===== config.mk =====
export PLATFORM = sky130hd
export DESIGN_NAME = ex_mem_stage
export DESIGN_NICKNAME = d
export VERILOG_FILES = /design/src/rtl/cpu_pkg.sv /design/src/rtl/cond_check.sv /design/src/rtl/ex_mem_stage.sv
export SDC_FILE = /design/constraint.sdc
export NUM_CORES = 1
export LEC_CHECK = 0
export BUFFER_PORTS_ARGS = -buffer_cell sky130_fd_sc_hd__buf_2
export CAP_MARGIN = 10
export CORE_AREA = 2 2 113 115
export CTS_CLUSTER_DIAMETER = 120
export DETAILED_ROUTE_END_ITERATION = 16
export DIE_AREA = 0 0 115 117
export HOLD_SLACK_MARGIN = 0.1
export PLACE_DENSITY = 0.83
export REMOVE_ABC_BUFFERS = 1
export SLEW_MARGIN = 30
export SYNTH_ARGS = -nofsm -noshare
export SYNTH_HDL_FRONTEND = slang
export SYNTH_SLANG_ARGS = --single-unit

===== constraint.sdc =====
create_clock -name clk -period 3.2 [get_ports clk]
set_input_delay 0.64 -clock clk [delete_from_list [all_inputs] [get_ports clk]]
set_output_delay 0.64 -clock clk [all_outputs]
set_load 0.01 [all_outputs]

===== src/rtl/cpu_pkg.sv =====
// cpu_pkg: shared condition codes, NZCV flag indices and ALU control encodings.
package cpu_pkg;
   typedef enum logic [3:0] {
      EQ, NE, HS, LO, MI, PL, VS, VC, HI, LS, GE, LT, GT, LE, AL, NV
   } cond_e;
   localparam int FLAG_N = 3;
   localparam int FLAG_Z = 2;
   localparam int FLAG_C = 1;
   localparam int FLAG_V = 0;
   localparam logic [2:0] ALU_PASS_B = 3'b000;
   localparam logic [2:0] ALU_ADD    = 3'b010;
   localparam logic [2:0] ALU_SUB    = 3'b011;
   localparam logic [2:0] ALU_AND    = 3'b100;
   localparam logic [2:0] ALU_OR     = 3'b101;
   localparam logic [2:0] ALU_XOR    = 3'b110;
endpackage


===== src/rtl/cond_check.sv =====
// cond_check: evaluates an ARM B.cond condition code against the NZCV flags.
module cond_check
   import cpu_pkg::*;
(
   input  logic [3:0] flags,
   input  logic [3:0] cond,
   output logic       cond_true
);
   logic n, z, c, v;
   assign n = flags[FLAG_N];
   assign z = flags[FLAG_Z];
   assign c = flags[FLAG_C];
   assign v = flags[FLAG_V];
   always_comb begin
      cond_true = 1'b1;
      case (cond_e'(cond))
         EQ: cond_true = z;
         NE: cond_true = !z;
         HS: cond_true = c;
         LO: cond_true = !c;
         MI: cond_true = n;
         PL: cond_true = !n;
         VS: cond_true = v;
         VC: cond_true = !v;
         HI: cond_true = c & !z;
         LS: cond_true = !c | z;
         GE: cond_true = n == v;
         LT: cond_true = n != v;
         GT: cond_true = !z & (n == v);
         LE: cond_true = z | (n != v);
         default: cond_true = 1'b1;
      endcase
   end
endmodule


===== src/rtl/ex_mem_stage.sv =====
// ex_mem_stage: EX/MEM pipeline register, NZCV flag register and EX-stage
// branch resolution for CBZ / B.cond.
module ex_mem_stage
   import cpu_pkg::*;
#(
   parameter int DATA_W = 64,
   parameter int REG_W  = 5
) (
   input  logic              clk,
   input  logic              rst_n,
   input  logic              ex_valid,
   input  logic [DATA_W-1:0] alu_result,
   input  logic              alu_negative,
   input  logic              alu_zero,
   input  logic              alu_overflow,
   input  logic              alu_carry_out,
   input  logic [DATA_W-1:0] ex_store_data,
   input  logic [REG_W-1:0]  ex_rd,
   input  logic              ex_reg_write,
   input  logic              ex_mem_read,
   input  logic              ex_mem_write,
   input  logic              ex_set_flags,
   input  logic              ex_is_cbz,
   input  logic              ex_is_bcond,
   input  logic [3:0]        ex_cond,
   input  logic              stall,
   input  logic              flush,
   output logic              mem_valid,
   output logic              mem_reg_write,
   output logic              mem_mem_read,
   output logic              mem_mem_write,
   output logic [DATA_W-1:0] mem_result,
   output logic [DATA_W-1:0] mem_store_data,
   output logic [REG_W-1:0]  mem_rd,
   output logic [3:0]        flags_q,
   output logic              branch_taken
);
   logic       flag_we;
   logic [3:0] flags_d;
   logic       cond_true;
   cond_check u_cond (
      .flags    (flags_q),
      .cond     (ex_cond),
      .cond_true(cond_true)
   );
   assign flag_we = ex_valid & ex_set_flags & !stall & !flush;
   always_comb begin
      flags_d = flags_q;
      if (flag_we) begin
         flags_d[FLAG_N] = alu_negative;
         flags_d[FLAG_Z] = alu_zero;
         flags_d[FLAG_C] = alu_carry_out;
         flags_d[FLAG_V] = alu_overflow;
      end
   end
   // Branches read only the architectural flags; a setter always leaves EX first.
   assign branch_taken = ex_valid & !flush &
                         ((ex_is_cbz & alu_zero) | (ex_is_bcond & cond_true));
   always_ff @(posedge clk or negedge rst_n) begin
      if (!rst_n) begin
         mem_valid      <= 1'b0;
         mem_reg_write  <= 1'b0;
         mem_mem_read   <= 1'b0;
         mem_mem_write  <= 1'b0;
         mem_result     <= '0;
         mem_store_data <= '0;
         mem_rd         <= '0;
         flags_q        <= 4'b0000;
      end else begin
         flags_q <= flags_d;
         if (flush) begin
            mem_valid     <= 1'b0;
            mem_reg_write <= 1'b0;
            mem_mem_read  <= 1'b0;
            mem_mem_write <= 1'b0;
         end else if (!stall) begin
            mem_valid      <= ex_valid;
            mem_reg_write  <= ex_valid & ex_reg_write;
            mem_mem_read   <= ex_valid & ex_mem_read;
            mem_mem_write  <= ex_valid & ex_mem_write;
            mem_result     <= alu_result;
            mem_store_data <= ex_store_data;
            mem_rd         <= ex_rd;
         end
      end
   end
endmodule

=== Yosys cells after proc, flatten, opt, wreduce, memory -nomap -nowiden ===
Index checks and enable logic that the tools add are counted.

* Equal/unequal tests: 16
* Bitwise logic cells: 17
* Mux-type cells: 9
* Reductions and logical operators: 8

{| class="wikitable"
|+ Operators with widths
! kind !! number
|-
| 4-bit equality test (second input constant) || 6
|-
| 4-bit by 3-bit equality test with 1-bit output (second input constant) || 4
|-
| 1-bit case mux with 14 select lines || 1
|-
| 1-bit AND || 12
|-
| 4-bit by 2-bit equality test with 1-bit output (second input constant) || 2
|-
| 1-bit 2-to-1 mux || 8
|-
| 1-bit logical NOT || 6
|-
| 4-bit by 1-bit equality test with 1-bit output (second input constant) || 1
|-
| 4-bit logical NOT || 1
|-
| 1-bit OR || 3
|-
| 2-bit by 1-bit inequality test with 1-bit output (second input constant) || 1
|-
| 1-bit NOT || 2
|-
| 2-bit AND reduction || 1
|-
| 1-bit equality test || 1
|-
| 1-bit inequality test || 1
|}

* Register bits after elaboration: 141
* Bits of input ports: 152

=== Logic depth before layout (Yosys ltp) ===
* Depth in word-level cells: 6
* Mapped depth: 6

=== Hierarchy ===
From an unflattened synthesis, not the netlist that was laid out.

* Cell total of the unflattened synthesis: 332
* Area, all modules: 5,833.1 um^2

{| class="wikitable"
|+ Modules (own cells, without submodules)
! module !! cells each !! sequential area each (um^2) !! area each (um^2) !! instances
|-
| ex_mem_stage || 309 || 3,528.4 || 5,667.9 || 1
|-
| cond_check || 23 || 0.0 || 165.2 || 1
|}

=== Worst setup path after synthesis ===
OpenSTA, ideal clock, no wires.

* Kind: in2out
* Start: in ex_cond[0]
* End: out branch_taken
* Slack: 0.779 ns
* Data arrival time: 1.781 ns
* Stages: 5
* Buffers on the path: 1
* Path through: buf_6 -> or4_1 -> a311oi_1 -> a211oi_1 -> o21ai_1

* Cells in the longest elaborated chain, start to end: 5
* Elaborated cells on any way between the ends: 18

{| class="wikitable"
|+ RTL lines
! item !! line !! RTL
|-
| start, declared || ex_mem_stage.sv:25 || <nowiki>input logic [3:0] ex_cond,</nowiki>
|-
| 4-bit equality test, or another cell as far along || cond_check.sv:16 || <nowiki>case (cond_e'(cond))</nowiki>
|-
| 1-bit case mux with 14 select lines (*) || cond_check.sv:16 ||
|-
| 1-bit AND (*) || ex_mem_stage.sv:58 || <nowiki>((ex_is_cbz & alu_zero) | (ex_is_bcond & cond_true));</nowiki>
|-
| 1-bit OR (*) || ex_mem_stage.sv:58 ||
|-
| 1-bit AND (*) || ex_mem_stage.sv:57 || <nowiki>assign branch_taken = ex_valid & !flush &</nowiki>
|-
| end, declared || ex_mem_stage.sv:36 || <nowiki>output logic branch_taken</nowiki>
|}

Every way passes the cells marked *; elsewhere a longest branch is shown, timed or not.

=== Final worst setup path ===
* Start: reg flags_q[3]
* End: out branch_taken

* Cells in the longest elaborated chain, start to end: 6
* Elaborated cells on any way between the ends: 9

{| class="wikitable"
|+ RTL lines
! item !! line !! RTL
|-
| start, declared || ex_mem_stage.sv:35 || <nowiki>output logic [3:0] flags_q,</nowiki>
|-
| start signal, assigned || ex_mem_stage.sv:70 || <nowiki>flags_q <= flags_d;</nowiki>
|-
| 1-bit inequality test or 1-bit equality test (tied branches) || n/a ||
|-
| 1-bit OR or 1-bit AND (tied branches) || cond_check.sv:30, cond_check.sv:29 ||
|-
| 1-bit case mux with 14 select lines (*) || cond_check.sv:16 ||
|-
| 1-bit AND (*) || ex_mem_stage.sv:58 ||
|-
| 1-bit OR (*) || ex_mem_stage.sv:58 ||
|-
| 1-bit AND (*) || ex_mem_stage.sv:57 ||
|}

Marked as above.

==> flow_summary.yaml <==
drt:
  num_vias: 3888
  first_pass_iters: 4
  drt-total-wl_um: 12800
  dr_wl_met3_um: 1030
  viasPerCell: 4.88
  highest_layer: "met5"
  wl_met2_um: 7040
  drcViolationCount: 0
  wl_per_cell_um: 16.1
  m1WireLength_um: 4480
  drt_iter0_markers: 170
  ant_nets: 0
timing:
  skew_ns: 0
  min_period_over_period: 0.856
  fmax_mhz: 365
  hold_viol: 0
  report.final.slew_viol_count: 0
  worstMarginPinSlew_ns: 0.646
  relSlewSlack: 0.570
  min_period_ns: 2.74
  holdWs_ns: 0.119
  finalSetupTns_ns: 0
  fin_ws_ns: 0.459
  setup_viol: 0
  rsz0062_at_grt: "no"
yosys:
  seq_area_frac_synth: 0.652
  ys_types: 30
  syn_avg_cell_area_sq_um: 16.3
  ys_warn_count: 0
  synthCells: 333
  synth_area_sq_um: 5410
  synth_seq_cells: 141
  synthTopCellsByArea: "dfrtp_1, mux2_1, mux2_2"
  yosys.area.top_type: "dfrtp_1"
  synth_top_area_frac: 0.652
finish:
  post-route-util: 0.626
  syn2layout_area_growth_pct: 42.5
  fillers: 951
  fin_nets: 785
  drive_above_1_share: 0.615
  num_antenna_cells: 0
clock_network:
  cts_root_buf: "clkbuf_16"
  hold_buffers: 0
  cts_max_level: 4
  cts_tree: "built"
  cts_made_buffers: 17
  cts_resized: 0
  cts_setup_buffers: 0
  cts_sinks: 141
  cts_buffer_depth: 2
  clk_pin_slew_ns: 0.06
  clock_latency_ns: 0.40
worst_setup_path:
  slowest_stage: "dfrtp_1"
  critical_path.startpoint_type: "flip-flop"
  arrival_ns: 2.10
  end_kind: "output pin"
  crit_required_ns: 2.56
  crit_family: "compound AO/OA/AOI/OAI gates"
  path_max_fanout: 6
  crit_buf_inv: 1
  crit_type: "flip-flop to output pin"
  slowest_delay_ns: 0.44
  crit_path_cell_trace: "xor2_1 -> or4_1 -> a311oi_1 -> a211oi_1 -> o21ai_1 -> buf_2"
floorplan:
  die_area_sq_um: 13500
  ios: 294
  core_sq_um: 12300
  dieHeight_um: 117
  die_w_um: 115
  rows: 41
  initial_core_util: 0.440
power_and_ir_drop:
  p_leak_nw: 3.81
  p_sw_mw: 1.30
  power_density_nw_per_um2: 685
  swShare: 0.247
  finalPower_mw: 5.28
  p_seq_frac: 0.414
  peakVddDrop_mv: 0.479
  comb_power_share: 0.166
  clockPowerShare: 0.420
  intPower_mw: 3.98
flow_run:
  max_cap_viol_count: 0
min_path:
  hp-class: "input port to async pin"
global_routing:
  grt_pass1_wl_um: 18900
  antenna_found_initial: 1
  grt_pass1_vias: 3930
  grt_use_total: 0.187
  grt_max_degree: 71
  gr-total-overflow: 0
place:
  io_buffers: 293
  pre_cts_ws_ns: 0.549
  hpwl_um: 9660
  gp_congestion: 0.785
outcome:
  outcome: "completed"
## cell usage after synthesis
master      n
inv_1       1
a21o_2      1
nand2_2     1
xnor2_1     1
or4_1       1
and3_1      1
and3_2      1
buf_2      14
o21ai_0     2
mux2i_1     1
mux2_2     63
nand2_1     1
dfrtp_1   141
nor2b_1     3
nor2_1      6
o21ai_1     1
a21oi_1     2
o32ai_1     1
a311oi_1    1
a31oi_1     1
nand3_1     1
a211oi_1    1
mux2_1     74
and2b_1     1
nor3b_1     2
xor2_1      2
buf_6       2
a32oi_1     1
clkbuf_1    1
a22oi_1     4
## final timing paths
path                                      end  cells past startpoint                from  slack (ns)
max reg2reg                        flags_q[3]                      1          flags_q[3]        2.34
min reg2reg                mem_store_data[53]                      1  mem_store_data[53]        0.48
min in group clk           mem_store_data[54]                      2   ex_store_data[54]        0.45
min                        mem_store_data[16]                      1               rst_n        0.12
max                              branch_taken                      6          flags_q[3]        0.46
max in group asynchronous  mem_store_data[25]                      2               rst_n        2.31
## per-stage QoR
step	std cells	instance area, sq um
detailed placement	764	7030
global placement	764	7030
CTS	796	7710
floorplan	316	5320
finish	796	7710
global route	796	7710
## cell families after synthesis
family,Yosys count,synth area share
buffers and inverters,18,0.0185
DFF,141,0.652
AOI/OAI and AO/OA,15,0.0192
muxes,138,0.287
xor gates and xnor gates,3,0.00486
and+or+nand+nor,18,0.0185
## cell usage in the layout (no fill, tap or decap), types with 2 or more instances in the layout
cell type,netlist,final
mux2_1,74,74
clkinv_2,0,2
buf_2,14,292
nor2b_1,3,3
clkbuf_16,0,17
a22oi_1,4,4
dfrtp_1,141,141
buf_4,0,4
clkinv_4,0,3
nor2_1,6,5
o21ai_0,2,2
a21oi_1,2,2
bufinv_16,0,6
xor2_1,2,2
nor3b_1,2,2
mux2_2,63,63
clkinvlp_4,0,2
## power by group through the flow
stage	registers, mW	clock network, mW	logic [mW]
final	2.19	2.22	0.878
after global routing	2.22	2.34	0.957
after CTS	2.19	2.27	0.896
after detailed placement	2.22	0	0.892
after global placement	2.19	0	0.861
after floorplan	2.33	0	0.294
## cell type report
| type | count | area (sq um) | area share |
|---|---|---|---|
| clock buffer | 18 | 439 | 0.0569 |
| sequential | 141 | 3530 | 0.457 |
| timing repair buffer | 298 | 1520 | 0.197 |
| clock inverter | 14 | 240 | 0.0311 |
| inverter | 1 | 3.75 | 0.000487 |
| tap | 150 | 188 | 0.0243 |
| multi-input combinational | 174 | 1790 | 0.232 |
## registers in the layout, summed over array words and instances, names as in the netlist
signal and count:
flags_q 4, mem_mem_write 1, mem_rd 5, mem_valid 1, mem_mem_read 1, mem_result 64
mem_reg_write 1, mem_store_data 64
## routing by layer
| layer | vias to the layer above | GRT usage |
|---|---|---|
| li1 | 1790 | - |
| met1 | 1895 | 0.188 |
| met2 | 177 | 0.338 |
| met3 | 24 | 0.0716 |
| met4 | 2 | 0.0956 |
| met5 | - | 0 |
(Power assumes the default switching activity.)
